$ cat config.mk
export PLATFORM = sky130hd
export DESIGN_NAME = game_session_ctrl
export DESIGN_NICKNAME = d
export VERILOG_FILES = /design/src/rtl/game_session_ctrl.sv
export SDC_FILE = /design/constraint.sdc
export NUM_CORES = 1
export LEC_CHECK = 0
export CAP_MARGIN = 20
export CORE_ASPECT_RATIO = 0.9
export CORE_MARGIN = 8
export CORE_UTILIZATION = 60
export CTS_CLUSTER_DIAMETER = 100
export DETAILED_ROUTE_END_ITERATION = 8
export PLACE_DENSITY = 0.95
export SLEW_MARGIN = 20
export SYNTH_ARGS = -nofsm -noshare
export SYNTH_HDL_FRONTEND = slang
export SYNTH_SLANG_ARGS = --single-unit
$ cat constraint.sdc
create_clock -name clk -period 8 [get_ports clk]
set_clock_uncertainty 0.2 [all_clocks]
set_input_delay 1.6 -clock clk [delete_from_list [all_inputs] [get_ports clk]]
set_output_delay 1.6 -clock clk [all_outputs]
set_load 0.01 [all_outputs]
$ cat src/rtl/game_session_ctrl.sv
// Game-session controller for the maze game backend.
// It checks pacman against NUM_GHOSTS ghost positions for collision and runs
// the session state machine. It also keeps the lives counter, generates the
// movement tick, times the death hold and drives sprite respawn.
//
// Ports:
//   clk, rst          system clock, synchronous active-high reset
//   start_btn         start button level; acted on at its rising edge
//   pacman_pos_x/y    current pacman position
//   ghost_pos_x/y     packed ghost positions, ghost i at [i*W +: W]
//   move_tick         one-cycle enable for the position-update blocks (PLAY only)
//   respawn           holds sprites at their reset positions (IDLE, DYING)
//   game_state        IDLE=0, PLAY=1, DYING=2, GAME_OVER=3
//   lives_left        remaining lives
//   pacman_is_dead    high throughout DYING (and held into GAME_OVER)
//   hit_ghost_id      ghost that caused the last death
//   game_over         high in GAME_OVER
//
// state     | meaning
// IDLE      | waiting for start, sprites held at respawn positions
// PLAY      | game running, move_tick enabled, collisions checked
// DYING     | death hold for DEATH_HOLD movement ticks
// GAME_OVER | no lives left, waiting for start to return to IDLE
module game_session_ctrl #(
   parameter int NUM_GHOSTS = 4,
   parameter int LIVES      = 3,
   parameter int TICK_DIV   = 1000000,
   parameter int DEATH_HOLD = 60,
   parameter int HIT_RADIUS = 16,
   parameter int X_W        = 11,
   parameter int Y_W        = 10
) (
   input  logic                                           clk,
   input  logic                                           rst,
   input  logic                                           start_btn,
   input  logic [X_W-1:0]                                 pacman_pos_x,
   input  logic [Y_W-1:0]                                 pacman_pos_y,
   input  logic [NUM_GHOSTS*X_W-1:0]                      ghost_pos_x,
   input  logic [NUM_GHOSTS*Y_W-1:0]                      ghost_pos_y,
   output logic                                           move_tick,
   output logic                                           respawn,
   output logic [1:0]                                     game_state,
   output logic [$clog2(LIVES+1)-1:0]                     lives_left,
   output logic                                           pacman_is_dead,
   output logic [((NUM_GHOSTS>1)?$clog2(NUM_GHOSTS):1)-1:0] hit_ghost_id,
   output logic                                           game_over
);

   localparam int LW  = $clog2(LIVES+1);
   localparam int IDW = (NUM_GHOSTS > 1) ? $clog2(NUM_GHOSTS) : 1;
   localparam int TW  = $clog2(TICK_DIV);
   localparam int HW  = $clog2(DEATH_HOLD+1);
   localparam logic [X_W:0] RAD_X = (X_W+1)'(HIT_RADIUS);
   localparam logic [Y_W:0] RAD_Y = (Y_W+1)'(HIT_RADIUS);

   typedef enum logic [1:0] {IDLE = 2'd0, PLAY = 2'd1, DYING = 2'd2, GAME_OVER = 2'd3} state_t;

   state_t         state, state_next;
   logic [LW-1:0]  lives_next;
   logic [TW-1:0]  tick_cnt;
   logic [HW-1:0]  hold_cnt, hold_next;
   logic [IDW-1:0] id_next, hit_idx;
   logic           dead_next;
   logic           start_q, rise_q, armed;
   logic           base_tick, any_hit;
   logic [X_W:0]   px, gx, adx;
   logic [Y_W:0]   py, gy, ady;

   assign base_tick  = (tick_cnt == TW'(TICK_DIV-1));
   assign move_tick  = base_tick & (state == PLAY);
   assign respawn    = (state == IDLE) | (state == DYING);
   assign game_over  = (state == GAME_OVER);
   assign game_state = state;

   // Distances are taken on zero-extended operands so a far-apart pair
   // never wraps into a small difference. Scanning from the top index down
   // leaves the lowest hitting ghost in hit_idx.
   always_comb begin
      any_hit = 1'b0;
      hit_idx = '0;
      px      = {1'b0, pacman_pos_x};
      py      = {1'b0, pacman_pos_y};
      gx      = '0;
      gy      = '0;
      adx     = '0;
      ady     = '0;
      for (int i = NUM_GHOSTS-1; i >= 0; i--) begin
         gx  = {1'b0, ghost_pos_x[i*X_W +: X_W]};
         gy  = {1'b0, ghost_pos_y[i*Y_W +: Y_W]};
         adx = (px >= gx) ? (px - gx) : (gx - px);
         ady = (py >= gy) ? (py - gy) : (gy - py);
         if ((adx < RAD_X) && (ady < RAD_Y)) begin
            any_hit = 1'b1;
            hit_idx = IDW'(i);
         end
      end
   end

   always_comb begin
      state_next = state;
      lives_next = lives_left;
      hold_next  = hold_cnt;
      id_next    = hit_ghost_id;
      dead_next  = pacman_is_dead;
      case (state)
         IDLE: begin
            if (rise_q) state_next = PLAY;
         end
         PLAY: begin
            if (any_hit) begin
               state_next = DYING;
               if (lives_left != '0) lives_next = lives_left - 1'b1;
               id_next    = hit_idx;
               dead_next  = 1'b1;
               hold_next  = HW'(DEATH_HOLD);
            end
         end
         DYING: begin
            if (base_tick) begin
               hold_next = hold_cnt - 1'b1;
               if (hold_cnt == HW'(1)) begin
                  if (lives_left != '0) begin
                     state_next = PLAY;
                     dead_next  = 1'b0;
                  end else begin
                     state_next = GAME_OVER;
                  end
               end
            end
         end
         GAME_OVER: begin
            if (rise_q) begin
               state_next = IDLE;
               lives_next = LW'(LIVES);
               dead_next  = 1'b0;
            end
         end
         default: state_next = IDLE;
      endcase
   end

   // armed blocks the edge detector for the first cycle after reset so a
   // button held through reset is not seen as a press.
   always_ff @(posedge clk) begin
      if (rst) begin
         state          <= IDLE;
         lives_left     <= LW'(LIVES);
         tick_cnt       <= '0;
         hold_cnt       <= '0;
         hit_ghost_id   <= '0;
         pacman_is_dead <= 1'b0;
         start_q        <= 1'b0;
         rise_q         <= 1'b0;
         armed          <= 1'b0;
      end else begin
         state          <= state_next;
         lives_left     <= lives_next;
         hold_cnt       <= hold_next;
         hit_ghost_id   <= id_next;
         pacman_is_dead <= dead_next;
         tick_cnt       <= ((state_next != state) || base_tick) ? '0 : tick_cnt + 1'b1;
         start_q        <= start_btn;
         rise_q         <= start_btn & ~start_q & armed;
         armed          <= 1'b1;
      end
   end

endmodule

==> impl_results.md, run 1 <==
* CP Depth at 13
* Crit path kind: in2reg
* Boundary pin count at 118
* Slew @ Worst Pin at 1020 ps
* Leak at 4.76 nW
* CTS Buffer Depth at 2
* Crit end category: flip-flop
* Synth area leader: ha_1
* R2R Path Start: tick_cnt[0]
* CP top delay family: compound AO/OA/AOI/OAI gates
* Switching pwr at 0.433 mW
* RSZ-0062 raised after global routing: false
* Fin. Hold Viols at 0
* Number of remaining DRC errors at 0
* CTS H-tree lvls at 2
* CP max-delay cell: a41oi_4
* Slew Viols, Final at 0
* Class of the worst hold path: reg2reg
* Routed length per placed instance at 18.4 um
* Final Cycle Share at 79.9%
* # resized after CTS at 0
* Clk sink count at 36
* Peak VDD IR at 0.000107 V
* Die width at 144 um
* Seq pwr share at 18.0%
* Die ar. at 0.0190 mm2
* Post-synth EDFFs at 0
* Max Freq at 156 MHz
* Top-count cell post-synth: ha_1
* Total CTS buffers at 5
* Synth-to-Final Area Change at 15.6%
* Average size of a mapped cell at 7.49 um2
* CP bufs+invs at 2
* Post-layout power at 1.02 mW
* Number of synthesized register bits at 36
* CP cell instances: clkdlybuf4s50_1 -> inv_1 -> ha_1 -> a21oi_2 -> o21ai_1 -> a221o_1 -> a41oi_2 -> o221ai_2 -> o31ai_1 -> nand4_1 -> or4_4 -> a41oi_4 -> nor3_1
* Worst setup SP type: input pin
* Library cells used by synthesis at 92
* Wire length of the first global-routing pass at 43700 um
* Worst-path clk slew at 50 ps
* Sw frac at 42.3%
* Worst r2r path cells at 10
* Top-area cell type share of the netlist area at 24.2%
* Starting Density at 60.8%
* Vias in the first global route at 8766
* DRT Pass-1 Iters at 5
* Synth cell count leaders: 172 x ha_1, 146 x inv_1, 112 x a21oi_1
* Internal power at 0.591 mW
* Largest stage delay on the critical path at 870 ps
* Outcome: completed
* Mapped Area at 0.00888 mm2
* Vias per inst at 6.34
* CTS tree: yes
* Final Setup Violations at 0
* Post-DRT Antenna Nets at 0
* Clk root buf: clkbuf_16
* Clk pwr share at 21.4%
* Data arrival time of the critical path at 6310 ps
* Initial antenna violation count at 1
* Largest net degree at the start of global routing at 25
* Reg2reg end: tick_cnt[6]
* Tmin final at 6390 ps
* Crit path max fanout at 24
* Pwr dens at 99.7 mW/mm2
* Synth area leaders: ha_1 24%, dfxtp_1 8.1%, a21oi_1 6.3%, inv_1 6.2%, a21o_1 3.4%
* Detailed placement HPWL at 22500 um
* GR Util All Layers at 27.6%
* YS warnings at 0
* Die height at 131 um
* Logic pwr share at 60.6%
* Number of post-CTS setup repair buffers at 0
* RD Place Congestion at 1.01
* Max cap viols at 0
* Syn nets at 1466
* R2R setup slack at 4420 ps
* Core Rows at 42
* Mapped Cells at 1186
* Number of vias after detailed routing at 9314
* Setup TNS at 0 ps
* Starting DRC count in detailed routing at 860
* Crit path required time at 7920 ps
* Asr flop ratio synth at 0%
* Hold_sp: pacman_is_dead
* Worst skew pair latency at 280 ps
* Core Region at 0.0146 mm2
* Layout cells sized above 1 at 5.19%
* Final WL at 27100 um
* CP Capture Point: tick_cnt[6]
* Fin nets at 1550
* PortBufs at 117
* Global route total overflow at 0
* Hold-fix buffers, CTS at 0
* Critical path startpoint: pacman_pos_x[5]
* Top FF cell, synth: dfxtp_1
* Seq/Total Area, Yosys at 8.11%
* Rel. slew slack at 32.0%
## worst min-delay path by stage
stage,cells after the start,to
4_1_cts,1,pacman_is_dead
2_1_floorplan,1,rise_q
3_3_place_gp,1,rise_q
3_5_place_dp,1,pacman_is_dead
5_1_grt,1,pacman_is_dead
6_report,1,pacman_is_dead
## state kept, by name, indices dropped and copies added, names as in the netlist
| signal | cells |
|---|---|
| hold_cnt | 6 |
| game_state | 2 |
| start_q | 1 |
| rise_q | 1 |
| hit_ghost_id | 2 |
| armed | 1 |
| tick_cnt | 20 |
| pacman_is_dead | 1 |
| lives_left | 2 |
## cells in the final DEF, fill, tap and decap left out, types with 5 or more instances in the layout
master,instances
xnor2_1,30
o22ai_1,6
a21oi_1,112
nand2b_1,14
nand3_1,34
nor2_1,54
inv_1,146
nor2b_1,18
and2_1,11
o2111ai_1,5
a211oi_1,19
o211ai_1,22
a21o_1,40
clkdlybuf4s50_1,117
nand3b_1,7
ha_1,172
mux2i_1,16
a31oi_1,11
nand4b_1,7
nand2_1,63
dfxtp_1,36
xor2_1,24
o21bai_1,9
clkbuf_16,5
o21a_1,15
nor3_1,31
and3_1,16
nand4_1,23
o21ai_0,41
nor4_1,11
nor3_2,20
a221oi_1,6
o21ai_1,6
or4_1,5
and4_1,5
or3_1,7
## logic make-up (layout without fill, tap and decap cells)
family	after synthesis	count (layout)	share of synthesized area (%)
buf+inv	186	271	8.47
other cells	0	1	0
fa+ha+maj	172	172	24.2
mux	17	17	1.93
xor+xnor	54	54	5.33
simple gates	351	351	22.7
flops	36	36	8.11
compound gates	370	370	29.2
## cell type report
| class | instances | area [um2] |
|---|---|---|
| Antenna cell | 1 | 2.50 |
| Clock buffer | 5 | 125 |
| Clock inverter | 3 | 42.5 |
| Fill cell | 1237 | 4340 |
| Inverter | 146 | 548 |
| Multi-Input combinational cell | 964 | 7410 |
| Sequential cell | 36 | 721 |
| Tap cell | 198 | 248 |
| Timing Repair Buffer | 117 | 1170 |
## power groups by stage
stage	Sequential [mW]	Clock [mW]	Combinational [mW]
5_1_grt	0.184	0.229	0.674
3_5_place_dp	0.188	0	0.599
3_3_place_gp	0.188	0	0.590
6_report	0.184	0.219	0.620
2_1_floorplan	0.187	0	0.424
4_1_cts	0.184	0.221	0.603
## metrics by stage
step / instance area (um2) / util (%) / hold WS, ps / cells / setup slack (ps)
global placement: 10100 / 69.1 / 246 / 1461 / 1320
global route: 10300 / 70.3 / 298 / 1470 / 1380
detailed placement: 10100 / 69.1 / 258 / 1461 / 1390
CTS: 10300 / 70.3 / 270 / 1469 / 1650
floorplan: 8880 / - / 240 / 1186 / 3240
finish: 10300 / 70.3 / 269 / 1470 / 1610
## routing by layer
layer | share of wire, % | wire length, um | global-route usage (%)
met3 | 9.0 | 2450 | 3.62
met1 | 44 | 12000 | 38.7
met4 | 2.7 | 726 | 7.80
met5 | 0 | 0 | 0
met2 | 44 | 11900 | 43.0
Power figures use the tool's default switching activity.
==> run 2, diff against run 1 <==
Settings changed: CORE_UTILIZATION 60 to 53, PLACE_DENSITY 0.95 to 0.89.
Clock period 8 ns to 5.7 ns, I/O delays scaled along.
==> run 2 against run 1 <==
Net effect:
- combinational power grew 41%
- worst hold slack got worse by 8.2 ps
- cell count increased by 1.8%
- utilization fell by 8.0 points
- sequential share of layout area is 0.080 points lower
- total power up 37%
- sequential power grew 41%
==> impl_results.md, run 2 (synthesized netlist as in run 1, its figures left out) <==
* Core Rows at 45
* Data arrival time of the critical path at 5230 ps
* Worst setup SP type: input pin
* Number of vias after detailed routing at 9314
* Slew @ Worst Pin at 969 ps
* Vias per inst at 6.22
* Hold_ws at 260 ps
* # resized after CTS at 0
* Post-DP Area at 0.0102 mm2
* Hold-fix buffers, CTS at 0
* Fin worst setup slack at 473 ps
* Crit end category: flip-flop
* Post-DRT Antenna Nets at 0
* Met2 usage at 40.1%
* Die ar. at 0.0212 mm2
* Largest Register: tick_cnt
* Most frequent cells in the layout: 172 x ha_1, 146 x inv_1, 117 x clkdlybuf4s50_1
* Crit path max fanout at 8
* Wire length of the first global-routing pass at 44200 um
* Worst-path clk slew at 50 ps
* Slew Viols, Final at 0
* DRT Pass-1 Iters at 7
* Final instance area at 0.0104 mm2
* CTS Buffer Depth at 2
* Setup TNS at 0 ps
* PortBufs at 117
* Layout cells sized above 1 at 6.14%
* Total CTS buffers at 5
* Rel. slew slack at 35.2%
* Gr busiest metal: met2
* Outcome: completed
* Global route total overflow at 0
* Final Setup Violations at 0
* Placed cell count at 1489
* Final Cycle Share at 91.7%
* RD Place Congestion at 0.966
* Synth-to-Final Area Change at 16.9%
* Starting DRC count in detailed routing at 823
* Vias in the first global route at 8863
* Routed length per placed instance at 18.1 um
* Fin. Hold Viols at 0
* Tmin final at 5230 ps
* Core Region at 0.0167 mm2
* Antenna fix cells at 0
* Detailed placement HPWL at 22600 um
* Commonest non-fill, non-tap cell in the layout: ha_1
* Crit path required time at 5710 ps
* Largest regs: tick_cnt x20, hold_cnt x6
* Peak VDD IR at 0.0000925 V
* Max Freq at 191 MHz
* Max reg flops at 20
* Pwr dens at 135 mW/mm2
* Worst skew pair latency at 280 ps
* Final WL at 27000 um
* Number of post-CTS setup repair buffers at 0
* Initial antenna violation count at 0
* Met3 Use GR at 4.89%
* Clk sink count at 36
* Die height at 139 um
* Post-Layout Cell Count at 1497
* Leak at 4.83 nW
* RSZ-0062 raised after global routing: false
* GR Util All Layers at 24.5%
* Fin nets at 1565
* GRT met1 Usage at 32.2%
* Class of the worst hold path: reg2reg
* CTS tree: yes
* Largest net degree at the start of global routing at 25
* CTS H-tree lvls at 2
* Max cap viols at 0
* Crit path kind: in2reg
* Die width at 152 um
* Boundary pin count at 118
* Clk root buf: clkbuf_16
* DP Worst Slack at 244 ps
* Number of remaining DRC errors at 0
* Starting Density at 53.3%
==> run 2: cell types whose count changed in the layout (fill, tap and decap cells not counted), sizes merged <==
cell | previous run | this run
buf | 0 | 15
bufinv | 1 | 0
clkbuf | 5 | 8
clkinv | 1 | 0
clkinvlp | 1 | 0
diode | 1 | 0
==> run 2: final timing paths <==
check	start	endpoint	slack [ps]	cells past startpoint
hold / removal	armed	rise_q	260	1
setup reg to reg	tick_cnt[0]	tick_cnt[5]	2100	10
hold reg to reg	armed	rise_q	260	1
setup / recovery	pacman_pos_y[6]	lives_left[1]	470	13
==> run 2: routing by layer <==
layer / vias up / share of wire, %
met2: 466 / 44
met4: 0 / 2.7
met3: 64 / 8.6
met1: 4265 / 45
li1: 4519 / -
met5: - / 0
==> run 2: critical path: stages <==
cell,delay (ps)
clkdlybuf4s50_1,630
inv_1,210
ha_1,450
and2_1,260
a221o_1,340
a21oi_1,240
o21ai_1,230
or3_1,430
a2111oi_0,410
nand4b_1,300
nor2_1,180
o31a_1,210
mux2i_1,190
==> run 2: area by class of cell <==
cell class | count | area, um2
fillers | 1491 | 6280
multi-input cells | 964 | 7410
clock buffers | 8 | 146
flip-flops and latches | 36 | 721
well taps | 211 | 264
inverters | 146 | 548
repair buffers | 132 | 1300
==> run 2: power breakdown <==
| group | switching (mW) | total, mW | internal [mW] |
|---|---|---|---|
| clock | 0.0962 | 0.270 | 0.174 |
| sequential | 0.00337 | 0.259 | 0.255 |
| combinational | 0.500 | 0.875 | 0.375 |
==> run 2: per-stage QoR <==
stage          total power, mW  util (%)
3_3_place_gp              1.09      61.4
5_1_grt                   1.50      62.3
6_report                  1.40      62.3
3_5_place_dp              1.11      61.4
2_1_floorplan            0.857         -
4_1_cts                   1.39      62.3
==> run 3, diff against run 2 <==
Settings changed: CORE_UTILIZATION 53 to 58, PLACE_DENSITY 0.89 to 0.92.
Clock period 5.7 ns to 5 ns, I/O delays scaled along.
==> run 3 against run 2 <==
Net effect:
- via count up 2.4%
- cell count up 3.3%
- global-route usage is 2.2 points higher
- routed wire length grew 0.23%
- total power rose by 18%
- combinational power up 20%
- count of clock-buffer cells in the layout stayed put
- clock power increased by 13%
- die area down 7.7%
- non-clock buffer count increased by 58
- critical path depth is 1 higher
==> impl_results.md, run 3 (synthesized netlist as in run 1, its figures left out) <==
* Die ar. at 0.0195 mm2
* Final WL at 27100 um
* Antenna fix cells at 0
* Class of the worst hold path: reg2reg
* Outcome: completed
* Post-DP Area at 0.0107 mm2
* Post-DRT Antenna Nets at 0
* Vias in the first global route at 9268
* Wire length of the first global-routing pass at 44600 um
* Fin worst setup slack at 284 ps
* Synth-to-Final Area Change at 21.7%
* Final instance area at 0.0108 mm2
* CTS H-tree lvls at 2
* Max Freq at 212 MHz
* Global route total overflow at 0
* Detailed placement HPWL at 23100 um
* Number of post-CTS setup repair buffers at 0
* RD Place Congestion at 0.991
* Fin nets at 1623
* Tmin final at 4720 ps
* Critical path startpoint: pacman_pos_x[6]
* Seq pwr share at 17.9%
* Crit path kind: in2reg
* Starting Density at 58.5%
* Starting DRC count in detailed routing at 854
* Clk root buf: clkbuf_16
* Number of remaining DRC errors at 0
* Worst setup SP type: input pin
* Clk pwr share at 18.4%
* Core Region at 0.0152 mm2
* Worst r2r path cells at 10
* Fillers at 1225
* CP Capture Point: tick_cnt[6]
* Routed length per placed instance at 17.5 um
* Logic pwr share at 63.7%
* Fin. Hold Viols at 0
* Die width at 146 um
* Max cap viols at 0
* GR Util All Layers at 26.8%
* Total CTS buffers at 5
* Worst skew pair latency at 270 ps
* CTS Buffer Depth at 2
* CTS tree: yes
* # resized after CTS at 0
* Die height at 133 um
* Clk sink count at 36
* Largest regs: tick_cnt x20, hold_cnt x6
* Core Rows at 43
* Internal power at 0.962 mW
* PortBufs at 117
* Peak VDD IR at 0.000152 V
* Final Setup Violations at 0
* Final Util at 71.2%
* Slew Viols, Final at 0
* Switching pwr at 0.689 mW
* Data arrival time of the critical path at 4630 ps
* Number of vias after detailed routing at 9539
* Max reg flops at 20
* Pwr dens at 153 mW/mm2
* Most frequent cells in the layout: 172 x ha_1, 146 x inv_1, 117 x clkdlybuf4s50_1
* Leak at 5.11 nW
* Reg2reg end: tick_cnt[6]
* Setup TNS at 0 ps
* Commonest non-fill, non-tap cell in the layout: ha_1
* Crit path max fanout at 24
* Boundary pin count at 118
* Post-layout power at 1.65 mW
* DP Worst Slack at 35.4 ps
* Largest net degree at the start of global routing at 25
* Initial antenna violation count at 0
* Layout cells sized above 1 at 10.2%
* Rel. slew slack at 34.0%
* Final Cycle Share at 94.3%
* Largest Register: tick_cnt
* Slew @ Worst Pin at 987 ps
* RSZ-0062 raised after global routing: false
* R2R setup slack at 1310 ps
* Sw frac at 41.7%
* DRT Pass-1 Iters at 5
* Worst-path clk slew at 50 ps
* Hold-fix buffers, CTS at 0
* Crit path required time at 4920 ps
* Vias per inst at 6.17
* Crit end category: flip-flop
* R2R Path Start: tick_cnt[0]
==> run 3: cell count changes in the layout (fill, tap and decap cells not counted), sizes merged <==
cell  previous run  this run
buf             15        73
==> run 3: per-layer routing <==
metal | routed length (um) | global-route usage (%)
met1 | 11900 | 34.0
met2 | 12500 | 45.2
met3 | 1980 | 3.90
met4 | 731 | 9.43
met5 | 0 | 0
==> run 3: worst min-delay path by stage <==
stage / startpoint / to / slack [ps] / cells past startpoint
floorplan: armed / rise_q / 240 / 1
global placement: armed / rise_q / 250 / 1
detailed placement: pacman_is_dead / pacman_is_dead / 250 / 1
CTS: armed / rise_q / 270 / 1
global route: armed / rise_q / 300 / 1
finish: armed / rise_q / 280 / 1
==> run 3: layout make-up <==
type	count	area, um2	area share, %
Multi-Input combinational cell	964	7410	68.5
Clock buffer	8	146	1.35
Tap cell	202	253	2.34
Inverter	146	548	5.07
Sequential cell	36	721	6.67
Timing Repair Buffer	190	1730	16.0
==> run 3: critical path, stage by stage <==
cell and delay (ps):
clkdlybuf4s50_1 500, inv_1 120, ha_1 410, a21oi_2 180
a21boi_1 130, or4b_1 630, a21o_1 260, a221o_1 280
a22o_1 260, nor3_1 150, nand2_1 150, a41oi_4 270
buf_12 220, nor3_1 70
==> run 3: metrics by stage <==
stage          hold slack (ps)  cells
2_1_floorplan              240   1186
3_3_place_gp               247   1538
3_5_place_dp               254   1538
4_1_cts                    268   1546
5_1_grt                    299   1546
6_report                   276   1546
==> run 3: power by group through the flow <==
stage / Sequential (mW) / Combinational [mW] / Clock [mW]
2_1_floorplan: 0.299 / 0.678 / 0
3_3_place_gp: 0.300 / 1.00 / 0
3_5_place_dp: 0.300 / 1.02 / 0
4_1_cts: 0.295 / 1.03 / 0.311
5_1_grt: 0.295 / 1.15 / 0.321
6_report: 0.295 / 1.05 / 0.304
==> edit, RTL diff (settings of run 1) <==
Reset style: asynchronous (`rst`), changed in one clocked block. Comments in the files are not updated.
--- a/src/rtl/game_session_ctrl.sv
+++ b/src/rtl/game_session_ctrl.sv
@@ -141,7 +141,7 @@
 
    // armed blocks the edge detector for the first cycle after reset so a
    // button held through reset is not seen as a press.
-   always_ff @(posedge clk) begin
+   always_ff @(posedge clk or posedge rst) begin
       if (rst) begin
          state          <= IDLE;
          lives_left     <= LW'(LIVES);
Check against the original RTL: differs if rst is asserted again (counterexample within 4 cycles, from zero or initial values and one cycle with rst high); with rst held inactive, the same outputs for 10 cycles.
==> edit against run 1 <==
Die area fell by 1.0%; global-route usage rose by 0.48 points; wire length fell by 0.56%; setup slack improved by 0.36 ns; synthesized area fell by 1.2%; final area fell by 0.57%; power rose by 12%; sequential cell count did not move.
==> edit: results <==
metrics = {
    "final_layout": {
        "drive_gt1_share_pct": 3.87,
        "antenna_cells": 0,
    },
    "routing": {
        "dr.pass1.iters": 6,
        "drt-initial-drc-count": 937,
        "vias": 9444,
        "vias_per_cell": 6.45,
    },
    "place": {
        "dp_hpwl_um": 22600,
        "placed_area_mm2": 0.0101,
        "gp_congestion": 1.02,
    },
    "floorplanning": {
        "core_area_mm2": 0.0145,
    },
    "sta": {
        "worst_pin_slew_ns": 0.921,
    },
    "yosys": {
        "synthCells": 1172,
        "synth_flop_cell": "dfrtp_1",
        "synth_nets": 1452,
        "synthTopCellsByArea": "ha_1 25%, dfrtp_1 9.7%, a21oi_1 6.4%",
        "yosysUniqueCellTypes": 91,
        "ys_top_cells_by_count": "172 x ha_1, 135 x inv_1, 113 x a21oi_1",
        "yosysSeqAreaShare_pct": 10.3,
    },
    "global_route": {
        "grt_start_max_net_pins": 37,
        "grt_usage_pct": 28.1,
        "grt_first_pass_wirelength_um": 43400,
        "grt_antenna_before_repair": 0,
        "grt_pass1_vias": 9028,
    },
    "run_status": {
        "status": "finished, final reports clean",
    },
    "worst_setup_path": {
        "worstPathMaxFanout": 20,
    },
    "pwr": {
        "p_leak_uw": 0.00496,
        "ir_drop_uv": 119,
    },
}
-- edit: changes by cell type in the layout (fill, tap and decap cells not counted), sizes merged, moves of 12 or more --
cell,change
nor2,+13
dfrtp,+34
xor2,+12
o21ai,+12
nor3,-24
and3,+14
dfxtp,-36
-- edit: worst paths after layout --
kind	slack, ns	startpoint	depth (start not counted)	end
worst max-delay path	1.97	pacman_pos_y[8]	15	tick_cnt[14]
min in group asynchronous	1.53	rst	3	tick_cnt[12]
max in group asynchronous	5.73	rst	3	lives_left[1]
worst min register to register	0.23	start_q	1	rise_q
worst min-delay path	0.23	start_q	1	rise_q
worst max register to register	5.13	tick_cnt[0]	10	hold_cnt[5]
-- edit: per-layer routing --
metal,up-vias,global-route usage [%],routed length (um)
li1,4461,-,-
met1,4385,35.8,11400
met2,527,48.4,12600
met3,71,3.78,2220
met4,0,8.71,695
met5,-,0,0
-- edit: layout make-up --
class                           count  area (um^2)
Fill cell                        1174         4300
Tap cell                          198          248
Timing Repair Buffer              120         1190
Clock inverter                      1         5.00
Sequential cell                    36          903
Inverter                          136          510
Clock buffer                        7          133
Multi-Input combinational cell    966         7210
-- edit: critical path, cell delays in order --
cell	delay (ns)
clkdlybuf4s50_1	0.69
inv_1	0.23
ha_1	0.46
a21o_1	0.23
a21o_1	0.19
or2_1	0.25
a2111oi_0	0.60
o211ai_1	0.16
nand3_1	0.12
nor4_1	0.07
and4_1	0.24
a311oi_2	0.43
a21oi_1	0.14
buf_4	0.24
nor4_1	0.31
-- edit: through the flow --
step	total power, uW	setup slack (ns)
3_3_place_gp	930	1.91
4_1_cts	1130	2.05
5_1_grt	1230	1.73
2_1_floorplan	726	2.99
3_5_place_dp	949	1.79
6_report	1150	1.97
-- edit: cells by family after synthesis --
logic type | Yosys count | share of synthesized area [%]
AOI/OAI and AO/OA | 371 | 28.7
xor gates and xnor gates | 57 | 5.69
adders and majority gates | 172 | 24.5
buffers and inverters | 170 | 7.53
DFF | 36 | 10.3
muxes | 20 | 2.34
other | 1 | 0.0427
and+or+nand+nor | 345 | 20.9
-- edit: power by group --
part / switching [uW] / total [uW] / internal, uW
Combinational: 429 / 741 / 313
Clock: 66.6 / 181 / 115
Sequential: 18.2 / 224 / 206
Total: 514 / 1150 / 634
